===== config.mk =====
export PLATFORM = sky130hd
export DESIGN_NAME = geq2_bist_flat
export DESIGN_NICKNAME = d
export VERILOG_FILES = /design/src/rtl/geq2_bist_pkg.sv /design/src/rtl/geq2_bist_if.sv /design/src/rtl/bist_wait_cnt.sv /design/src/rtl/geq2_bist.sv /design/src/flat_wrapper.sv
export SDC_FILE = /design/constraint.sdc
export NUM_CORES = 1
export LEC_CHECK = 0
export CAP_MARGIN = 10
export CORE_UTILIZATION = 45
export CTS_CLUSTER_SIZE = 28
export DETAILED_ROUTE_END_ITERATION = 8
export HOLD_SLACK_MARGIN = 0.05
export PLACE_DENSITY = 0.75
export SLEW_MARGIN = 10
export SYNTH_ARGS = -nofsm -noshare
export SYNTH_HDL_FRONTEND = slang
export SYNTH_SLANG_ARGS = --single-unit

===== constraint.sdc =====
create_clock -name clk -period 5.3 [get_ports clk]
set_clock_uncertainty 0.2 [all_clocks]
set_input_delay 1.06 -clock clk [delete_from_list [all_inputs] [get_ports clk]]
set_output_delay 1.06 -clock clk [all_outputs]
set_load 0.005 [all_outputs]

===== src/rtl/geq2_bist_pkg.sv =====
// Shared types and sizing helpers for the geq2 comparator BIST engine.
// Pure declarations: no logic, no latency, no flow control.
package geq2_bist_pkg;

   typedef enum logic [1:0] {
      IDLE  = 2'd0,
      APPLY = 2'd1,
      CHECK = 2'd2,
      DONE  = 2'd3
   } state_t;

   localparam int BIST_WIDTH = 2;
   localparam int NVEC       = 2 ** (2 * BIST_WIDTH);

   // vector counter spans both operands
   function automatic int vec_w(input int width);
      return 2 * width;
   endfunction

   // one extra bit so a run where every vector fails still fits
   function automatic int err_w(input int width);
      return 2 * width + 1;
   endfunction

   function automatic int wait_w(input int settle);
      return (settle > 1) ? $clog2(settle) : 1;
   endfunction

endpackage


===== src/rtl/geq2_bist_if.sv =====
// Operand/response and result bundle between the BIST engine and its surroundings.
// No logic; master is the engine, slave is the comparator/lab top side.
interface geq2_bist_if
   import geq2_bist_pkg::*;
#(
   parameter int WIDTH = BIST_WIDTH
);
   logic                      start;
   logic [WIDTH-1:0]          a;
   logic [WIDTH-1:0]          b;
   logic                      dut_ageqb;
   logic                      busy;
   logic                      done;
   logic                      pass;
   logic [err_w(WIDTH)-1:0]   err_count;
   logic [WIDTH-1:0]          fail_a;
   logic [WIDTH-1:0]          fail_b;

   modport master (
      input  start, dut_ageqb,
      output a, b, busy, done, pass, err_count, fail_a, fail_b
   );

   modport slave (
      output start, dut_ageqb,
      input  a, b, busy, done, pass, err_count, fail_a, fail_b
   );
endinterface


===== src/rtl/bist_wait_cnt.sv =====
// Settle down-counter: load arms SETTLE cycles, expire is high on the last one.
// Expire is a pure decode of the count register; dec is ignored once at zero.
module bist_wait_cnt
   import geq2_bist_pkg::*;
#(
   parameter int SETTLE = 1
) (
   input  logic clk,
   input  logic reset_n,
   input  logic load,
   input  logic dec,
   output logic expire
);
   localparam int CW = wait_w(SETTLE);
   localparam logic [CW-1:0] LOAD_VAL = CW'(SETTLE - 1);

   logic [CW-1:0] cnt;

   always_ff @(posedge clk) begin
      if (!reset_n) begin
         cnt <= '0;
      end else if (load) begin
         cnt <= LOAD_VAL;
      end else if (dec && (cnt != '0)) begin
         cnt <= cnt - 1'b1;
      end
   end

   assign expire = (cnt == '0);

endmodule


===== src/rtl/geq2_bist.sv =====
// Exhaustive stimulus/response engine for the geq2 comparator; each vector takes SETTLE+1 cycles.
// start is only honoured in IDLE/DONE; all outputs are register-driven, none depend on dut_ageqb.
module geq2_bist
   import geq2_bist_pkg::*;
#(
   parameter int WIDTH  = BIST_WIDTH,
   parameter int SETTLE = 1
) (
   input  logic        clk,
   input  logic        reset_n,
   geq2_bist_if.master io
);
   localparam int VW = vec_w(WIDTH);
   localparam int EW = err_w(WIDTH);

   state_t           state;
   state_t           state_nxt;
   logic [VW-1:0]    vec;
   logic [EW-1:0]    err_cnt;
   logic [WIDTH-1:0] fa;
   logic [WIDTH-1:0] fb;
   logic             first_seen;
   logic             exp_geq;
   logic             wait_load;
   logic             wait_exp;
   logic             busy;
   logic             done;
   logic             pass;

   assign exp_geq   = (vec[VW-1:WIDTH] >= vec[WIDTH-1:0]);
   // reload the settle counter on every entry into APPLY
   assign wait_load = (state_nxt == APPLY) && (state != APPLY);

   bist_wait_cnt #(.SETTLE(SETTLE)) u_wait (
      .clk     (clk),
      .reset_n (reset_n),
      .load    (wait_load),
      .dec     (state == APPLY),
      .expire  (wait_exp)
   );

   always_ff @(posedge clk) begin
      if (!reset_n) begin
         state <= IDLE;
      end else begin
         state <= state_nxt;
      end
   end

   always_comb begin
      state_nxt = state;
      case (state)
         IDLE, DONE: if (io.start) state_nxt = APPLY;
         APPLY:      if (wait_exp) state_nxt = CHECK;
         CHECK:      state_nxt = (vec == '1) ? DONE : APPLY;
         default:    state_nxt = IDLE;
      endcase
   end

   always_comb begin
      busy = (state == APPLY) || (state == CHECK);
      done = (state == DONE);
      pass = (state == DONE) && (err_cnt == '0);
   end

   always_ff @(posedge clk) begin
      if (!reset_n) begin
         vec        <= '0;
         err_cnt    <= '0;
         fa         <= '0;
         fb         <= '0;
         first_seen <= 1'b0;
      end else begin
         case (state)
            IDLE, DONE: begin
               if (io.start) begin
                  vec        <= '0;
                  err_cnt    <= '0;
                  fa         <= '0;
                  fb         <= '0;
                  first_seen <= 1'b0;
               end
            end
            CHECK: begin
               if (io.dut_ageqb != exp_geq) begin
                  err_cnt <= err_cnt + 1'b1;
                  if (!first_seen) begin
                     fa         <= vec[VW-1:WIDTH];
                     fb         <= vec[WIDTH-1:0];
                     first_seen <= 1'b1;
                  end
               end
               // last vector stays on a/b while results are held
               if (vec != '1) vec <= vec + 1'b1;
            end
            default: ;
         endcase
      end
   end

   assign io.a         = vec[VW-1:WIDTH];
   assign io.b         = vec[WIDTH-1:0];
   assign io.busy      = busy;
   assign io.done      = done;
   assign io.pass      = pass;
   assign io.err_count = err_cnt;
   assign io.fail_a    = fa;
   assign io.fail_b    = fb;

endmodule


===== src/flat_wrapper.sv =====
// flat-port wrapper written by rule: the top's interface ports become plain ports
module geq2_bist_flat import geq2_bist_pkg::*;
#(
   parameter int WIDTH  = BIST_WIDTH,
   parameter int SETTLE = 1
)
  (clk, reset_n, io_start, io_dut_ageqb, io_a, io_b, io_busy, io_done, io_pass, io_err_count, io_fail_a, io_fail_b);
  geq2_bist_if #(.WIDTH(WIDTH)) io_i ();
  input  logic clk;
  input  logic reset_n;
  input wire logic [$bits(io_i.start)-1:0] io_start;
  input wire logic [$bits(io_i.dut_ageqb)-1:0] io_dut_ageqb;
  output wire logic [$bits(io_i.a)-1:0] io_a;
  output wire logic [$bits(io_i.b)-1:0] io_b;
  output wire logic [$bits(io_i.busy)-1:0] io_busy;
  output wire logic [$bits(io_i.done)-1:0] io_done;
  output wire logic [$bits(io_i.pass)-1:0] io_pass;
  output wire logic [$bits(io_i.err_count)-1:0] io_err_count;
  output wire logic [$bits(io_i.fail_a)-1:0] io_fail_a;
  output wire logic [$bits(io_i.fail_b)-1:0] io_fail_b;
  assign io_i.start = io_start;
  assign io_i.dut_ageqb = io_dut_ageqb;
  assign io_a = io_i.a;
  assign io_b = io_i.b;
  assign io_busy = io_i.busy;
  assign io_done = io_i.done;
  assign io_pass = io_i.pass;
  assign io_err_count = io_i.err_count;
  assign io_fail_a = io_i.fail_a;
  assign io_fail_b = io_i.fail_b;
  geq2_bist #(.WIDTH(WIDTH), .SETTLE(SETTLE)) u_core (.clk(clk), .reset_n(reset_n), .io(io_i));
endmodule

Word level (Yosys, flattened, before mapping):

Cells that the tools add are included.

* register bits: 17
* input bits: 4
* output and inout port bits: 16
* word-level logic and storage cells: 56

* add/sub/neg operators: 3
* magnitude comparators: 1
* equal/unequal tests: 12
* muxes and demuxes: 20
* bitwise gates (word level): 1
* reductions and logical operators: 12

Operator list (number)
* 2-bit two-way mux: 8
* 5-bit two-way mux: 2
* 5-bit one-hot mux with 2 select lines: 1
* 4-bit two-way mux: 2
* 2-bit != test, second input constant: 4
* 2-bit one-hot mux with 2 select lines: 2
* 4-bit one-hot mux with 2 select lines: 1
* 2-bit one-hot mux with 3 select lines: 1
* 3-bit AND reduction: 2
* 5-bit by 1-bit adder with 5-bit output, second input constant: 1
* 5-bit zero test: 1
* 4-bit by 1-bit adder with 4-bit output, second input constant: 1
* 2-bit by 1-bit == test with 1-bit output, second input constant: 2
* 2-bit == test, second input constant: 2
* 4-bit == test, second input constant: 1
* 4-bit != test, second input constant: 1
* 4-bit AND reduction: 1
* 2-bit OR reduction: 2
* 1-bit logical AND: 3
* 2-bit >= comparator: 1
* 2-bit zero test: 1
* 1-bit two-way mux: 2
* 2-bit by 1-bit != test with 1-bit output, second input constant: 1
* 1-bit one-hot mux with 2 select lines: 1
* 5 further kinds: 5

Logic depth before layout (Yosys ltp):

Gate-level depths: netlist of the first run.

* word-level depth: 6
* depth in mapped cells: 8
* depth with buffers taken out: 7

Cells and area by module:

A second synthesis of the first run with hierarchy kept.

* cells, all modules: 125
* area, all modules: 1032.2 um^2

By module, submodules not included
* geq2_bist: instances 1, cells an instance 122, area each 996.0 um^2, sequential area each 320.3 um^2
* bist_wait_cnt: instances 1, cells an instance 3, area each 36.3 um^2, sequential area each 20.0 um^2

Worst setup path after synthesis of the first run:

No wires, ideal clock.

* kind: input port to flip-flop
* start: in io_start
* end: reg u_core.err_cnt[3] (netlist: u_core.io.err_count[3])
* setup time: 0.074 ns
* data arrival time: 1.976 ns
* required time: 5.026 ns
* path slack: 3.049 ns
* cell stages on the path: 4
* buffers on the path: 0
* cells stage by stage: nand2b_2 > nand3b_1 > or4b_1 > a31oi_1

* word-level cells in the longest chain between the ends: 2

Ends and longest elaborated chain
* from (decl): line flat_wrapper.sv:11 `input wire logic [$bits(io_i.start)-1:0] io_start;`
* 2-bit != test (no source line)
* 3-bit AND reduction (no source line)
* to (signal assigned): line geq2_bist.sv:86 `err_cnt <= err_cnt + 1'b1;`
* to (decl): line geq2_bist.sv:19 `logic [EW-1:0] err_cnt;`

Every way passes these cells.
A chain may end at the register's enable or synchronous reset.

Worst setup path in the final report of the first run:

* start: reg u_core.state[0]
* end: out io_busy

* word-level cells in the longest chain between the ends: 2
* elaborated cells between the ends (all ways): 3
* classes of those cells: eq/ne: 2; reduce/logical: 1

Ends and longest elaborated chain
* from (decl): line geq2_bist.sv:16 `state_t state;`
* from (signal assigned): line geq2_bist.sv:46 `state <= state_nxt;`
* 2-bit by 1-bit == test with 1-bit output or 2-bit == test (tied branches): line geq2_bist.sv:61 `busy = (state == APPLY) || (state == CHECK);`
* 1-bit logical OR *: line geq2_bist.sv:61
* to (decl): line flat_wrapper.sv:15 `output wire logic [$bits(io_i.busy)-1:0] io_busy;`

Mark *: on every way between the ends. The rest lies on a longest branch, timed or not.

==> results of run 1 <==
[cells in the mapped netlist, drive strengths merged (2+ instances only)]
master / count / area, um2
a211oi: 2 / 20.0
a21oi: 4 / 20.0
a31oi: 7 / 43.8
and3: 3 / 18.8
buf: 3 / 13.8
clkbuf: 2 / 7.51
dfxtp: 17 / 340
ha: 8 / 100
inv: 10 / 37.5
nand2: 17 / 63.8
nand2b: 3 / 28.8
nand3: 7 / 35.0
nand3b: 5 / 37.5
nand4: 6 / 37.5
nor2: 6 / 22.5
nor3: 4 / 25.0
o21ai: 4 / 20.0
o32ai: 2 / 17.5
or4b: 2 / 20.0
[layout by cell type (no fill, tap or decap), drive strengths merged, types with 5 or more instances in the layout]
cell           synthesis  final
clkdlybuf4s50          0     19
nor2                   6      6
a31oi                  7      7
nand3                  7      7
nand4                  6      6
nand2                 17     17
dfxtp                 17     17
ha                     8      8
nand3b                 5      5
inv                   10     10
[power groups by stage]
stage	Combinational, mW	Sequential (mW)	Clock [mW]
2_1_floorplan	0.140	0.151	0
3_3_place_gp	0.180	0.154	0
3_5_place_dp	0.185	0.155	0
4_1_cts	0.186	0.152	0.0771
5_1_grt	0.208	0.154	0.0823
6_report	0.186	0.151	0.0740
[worst min path at each step]
stage                              startpoint                              to  slack (ps)
2_1_floorplan  u_core.u_wait.cnt$_SDFFE_PP0P_  u_core.u_wait.cnt$_SDFFE_PP0P_         240
3_3_place_gp   u_core.u_wait.cnt$_SDFFE_PP0P_  u_core.u_wait.cnt$_SDFFE_PP0P_         260
3_5_place_dp   u_core.u_wait.cnt$_SDFFE_PP0P_  u_core.u_wait.cnt$_SDFFE_PP0P_         260
4_1_cts        u_core.u_wait.cnt$_SDFFE_PP0P_  u_core.u_wait.cnt$_SDFFE_PP0P_         280
5_1_grt        u_core.u_wait.cnt$_SDFFE_PP0P_  u_core.u_wait.cnt$_SDFFE_PP0P_         320
6_report       u_core.u_wait.cnt$_SDFFE_PP0P_  u_core.u_wait.cnt$_SDFFE_PP0P_         280
[per-stage QoR]
stage,cells,utilization [%]
finish,171,61.3
CTS,171,61.3
detailed placement,167,60.0
global route,171,61.3
global placement,167,60.0
floorplan,126,-
[worst max-delay path, stage by stage (launching register included)]
cell	delay, ps
dfxtp_1	410
inv_1	70
ha_1	360
inv_1	70
clkdlybuf4s50_1	490
[area by class of cell]
cell class                      instances  area, um2
Clock inverter                          1       5.00
Tap cell                               27       33.8
Fill cell                             185        798
Timing Repair Buffer                   19        190
Sequential cell                        17        340
Inverter                               10       37.5
Multi-Input combinational cell         94        634
Clock buffer                            3       22.5
[kinds of logic after synthesis]
group                    synth area share (%)
AND/OR/NAND/NOR                          30.8
AO/OA/AOI/OAI                            18.9
flip-flops                               32.9
buffers and inverters                    5.69
adder cells (fa/ha/maj)                  9.69
multiplexers                             2.06
[metal layers]
metal,track usage [%],share of wire [%]
met4,8.57,1.9
met3,5.86,4.3
met1,25.0,47
met2,33.8,46
met5,0,0
[state kept, by name, summed over array words and instances (netlist names)]
register             flops
u_core.io.err_count      5
u_core.vec               4
u_core.io.fail_a         2
u_core.io.fail_b         2
u_core.state             2
u_core.first_seen        1
u_core.u_wait.cnt        1
==> metrics.yaml, run 1 <==
synth_nets: 138
seqPwrFrac_pct: 36.8
ys_ff_latch: 17
dieWidth_um: 49.9
overflow: 0
cap_violations: 0
r2r_start: "u_core.state[0]$_SDFF_PN0_"
hold_path_class: "flop to flop"
clk_pin_slew_ps: 100
reg2reg_setup_slack_ps: 2880
vias_per_cell: 5.83
drt-wirelength-per-cell_um: 13.3
finalCritPeriodShare_pct: 55.9
syn_area_per_cell_um2: 8.20
dpl_cell_area_um2: 1240
hold_depth: 2
slew_violations: 0
wirelength_um: 2280
n_antenna_cell: 0
synth-edff-count: 0
final_layout_size_suffix_gt1_share_pct: 7.64
reg2reg_to: "u_core.io.err_count[1]$_SDFFE_PN0P_"
route.detailed.drc: 0
power.leakage_nw: 0.442
crit_required_ps: 4040
async_reset_ff_share_pct: 0
syn_to_final_growth_pct: 22.3
syn_area_um2: 1030
htree_levels: 1
start_util_pct: 50.1
ios: 20
yosysSeqAreaShare_pct: 32.9
critPathLaunch: "u_core.state[0]$_SDFF_PN0_"
ys_types: 39
gp_congestion: 0.785
antenna_found_initial: 0
grt_pass1_wl_um: 3840
rows: 16
power_switching_mw: 0.173
setup_tns_ps: 0
first_pass_iters: 4
finalCriticalPeriod_ps: 2960
switching_share_pct: 42.0
grt_pass1_vias: 869
fmax_mhz: 338
cts_tree: "built"
crit_type: "flop to output port"
numCtsBuffers: 3
yosysWarnings: 0
place_hpwl_um: 1630
critPathMaxFanout: 5
setup_viol: 0
p_clk_share_pct: 18.0
cts_num_sinks: 17
root_buffer: "clkbuf_4"
power.density_nw_per_um2: 325
pwr-share-comb_pct: 45.2
die_height_um: 49.9
irDropWorstVdd_mv: 0.318
vias: 997
ctsHoldBuffers: 0
ant_nets: 0
dieArea_um2: 2490
power.total_mw: 0.411
crit_path_end_kind: "output port"
synth_flop_cell: "dfxtp_1"
worstMarginPinSlew_ps: 731
grt_use_total_pct: 20.6
finalNetCount: 157
cp-start-kind: "flop"
drt-initial-drc-count: 10
final_area_um2: 1260
arrival_ps: 1700
grt_max_degree: 24
clk_latency_ps: 300
outcome: "finished, final reports clean"
p_int_mw: 0.238
worst_hold_slack_ps: 276
post-place-ws_ps: 2170
fin_ws_ps: 2340
core_um2: 2060
clk_path_buf_depth: 2
grt_setup_unrepaired: "false"
slew_headroom_pct: 51.2
hold_violations: 0
postCtsSetupBuffers: 0
io_buffers: 19
cts_resized: 0
reg2reg_depth: 7
syn-instance-count: 126
endpoint: "io_busy"
(Power assumes the default switching activity.)
==> run 2, diff against run 1 <==
--- a/config.mk
+++ b/config.mk
@@ -10,7 +10,7 @@
 export CTS_CLUSTER_SIZE = 28
 export DETAILED_ROUTE_END_ITERATION = 8
 export HOLD_SLACK_MARGIN = 0.05
-export PLACE_DENSITY = 0.75
+export PLACE_DENSITY = 0.78
 export SLEW_MARGIN = 10
 export SYNTH_ARGS = -nofsm -noshare
 export SYNTH_HDL_FRONTEND = slang
==> constraint.sdc (replaced) <==
create_clock -name clk -period 2.7 [get_ports clk]
set_clock_uncertainty 0.2 [all_clocks]
set_input_delay 0.54 -clock clk [delete_from_list [all_inputs] [get_ports clk]]
set_output_delay 0.54 -clock clk [all_outputs]
set_load 0.005 [all_outputs]
==> metrics.yaml, run 2 (synthesis results as in run 1) <==
outcome: "finished, final reports clean"
finalCritPeriodShare_pct: 90.7
r2r_start: "u_core.vec[1]$_SDFFE_PN0P_"
arrival_ps: 1710  # about the same
start_util_pct: 50.1  # unchanged
power.density_nw_per_um2: 638  # +96%
cts_num_sinks: 17  # unchanged
dieWidth_um: 49.9  # unchanged
crit_type: "flop to output port"
clk_pin_slew_ps: 100  # about the same
numCtsBuffers: 3  # unchanged
dieArea_um2: 2490  # unchanged
cts_tree: "built"
power.leakage_nw: 0.463  # +4.8%
cap_violations: 0  # unchanged
place_hpwl_um: 1770  # +8.3%
slew_headroom_pct: 66.0  # +15 points
reg2reg_to: "u_core.io.err_count[1]$_SDFFE_PN0P_"
first_pass_iters: 4  # unchanged
postCtsSetupBuffers: 0  # unchanged
ctsHoldBuffers: 0  # unchanged
hold_violations: 0  # unchanged
grt_max_degree: 17  # -29%
clk_latency_ps: 290  # about the same
cp-start-kind: "flop"
crit_required_ps: 1960  # -2080 ps
hold_depth: 2  # unchanged
die_height_um: 49.9  # unchanged
layout.cells.most_common: "clkdlybuf4s50_1"
finalNetCount: 161  # +2.5%
crit_path_end_kind: "output port"
ant_nets: 0  # unchanged
finalCriticalPeriod_ps: 2450
irDropWorstVdd_mv: 0.488  # +53%
worstMarginPinSlew_ps: 509  # -221 ps
setup_viol: 0  # unchanged
slew_violations: 0  # unchanged
final_layout_size_suffix_gt1_share_pct: 10.1  # +2.5 points
power.total_mw: 0.826  # +100%
fmax_mhz: 408
grt_pass1_wl_um: 4070  # +6.1%
grt_pass1_vias: 995  # +14%
hold_path_class: "flop to flop"
cts_resized: 0  # unchanged
n_antenna_cell: 0  # unchanged
wirelength_um: 2380  # +4.3%
grt_setup_unrepaired: "false"
reg2reg_setup_slack_ps: 480  # -2400 ps
vias: 1049  # +5.2%
core_um2: 2060  # unchanged
grt_use_total_pct: 21.0  # +0.37 points
setup_tns_ps: 0  # unchanged
gp_congestion: 0.781  # -0.54%
ios: 20  # unchanged
final_cell_mix: "clkdlybuf4s50_1, nand2_1, dfxtp_1"
root_buffer: "clkbuf_4"
reg2reg_depth: 7  # unchanged
critPathLaunch: "u_core.state[0]$_SDFF_PN0_"
overflow: 0  # unchanged
largest_register_ff_count: 5  # unchanged
critPathMaxFanout: 5  # unchanged
utilization_pct: 62.7  # +1.5 points
route.detailed.drc: 0  # unchanged
htree_levels: 1  # unchanged
antenna_found_initial: 0  # unchanged
rows: 16  # unchanged
io_buffers: 19  # unchanged
whs_endpoint: "u_core.u_wait.cnt$_SDFFE_PP0P_"
hp-start: "u_core.u_wait.cnt$_SDFFE_PP0P_"
vias_per_cell: 5.99  # +2.8%
drt-wirelength-per-cell_um: 13.6  # +1.9%
clk_path_buf_depth: 2  # unchanged
drt-initial-drc-count: 28  # +18
syn_to_final_growth_pct: 25.2
[run 2: worst max-delay path by stage]
| stage | slack (ps) | to |
|---|---|---|
| floorplan | 700 | u_core.io.err_count[2]$_SDFFE_PN0P_ |
| global placement | 430 | u_core.io.err_count[3]$_SDFFE_PN0P_ |
| detailed placement | 370 | u_core.io.err_count[3]$_SDFFE_PN0P_ |
| CTS | 240 | io_busy |
| global route | 130 | io_busy |
| finish | 250 | io_busy |
[run 2: metrics by stage]
step                      hold slack (ps)  worst slack [ps]  cells  instance area, um2
after global routing                  300               133    175                1290
after global placement                257               429    171                1270
final                                 278               251    175                1290
after floorplan                       245               702    126                1030
after CTS                             283               240    175                1290
after detailed placement              267               369    171                1270
[run 2: report_power, final]
| part | switching, mW | internal, mW | total, mW |
|---|---|---|---|
| sequential | 0.0265 | 0.272 | 0.298 |
| clock | 0.0822 | 0.0551 | 0.137 |
| combinational | 0.232 | 0.158 | 0.390 |
[run 2: metal layers]
layer  share of wire, %  vias up  GRT usage [%]
met5                  0        -              0
met4               0.29        0           7.14
met3                6.4        2           6.17
met2                 49       41           35.4
met1                 44      495           25.1
li1                   -      511              -
[run 2: area by class of cell]
cell class | count | area (um2)
clock buffer | 3 | 22.5
clock inverter | 1 | 5.00
fill | 188 | 768
inverter | 10 | 37.5
multi-input combinational | 94 | 634
sequential | 17 | 340
tap | 27 | 33.8
timing repair buffer | 23 | 220
[run 2: critical path, cell delays in order (launching register included)]
cell,delay [ps]
dfxtp_1,430
inv_1,70
ha_1,360
inv_1,70
clkdlybuf4s50_1,490
==> run 3, diff against run 2 <==
--- a/config.mk
+++ b/config.mk
@@ -11,7 +11,7 @@
 export DETAILED_ROUTE_END_ITERATION = 8
 export HOLD_SLACK_MARGIN = 0.05
 export PLACE_DENSITY = 0.78
-export SLEW_MARGIN = 10
+export SLEW_MARGIN = 20
 export SYNTH_ARGS = -nofsm -noshare
 export SYNTH_HDL_FRONTEND = slang
 export SYNTH_SLANG_ARGS = --single-unit
==> results of run 3 <==
Same layout as run 2: the final DEF is identical, and so are final timing and power.
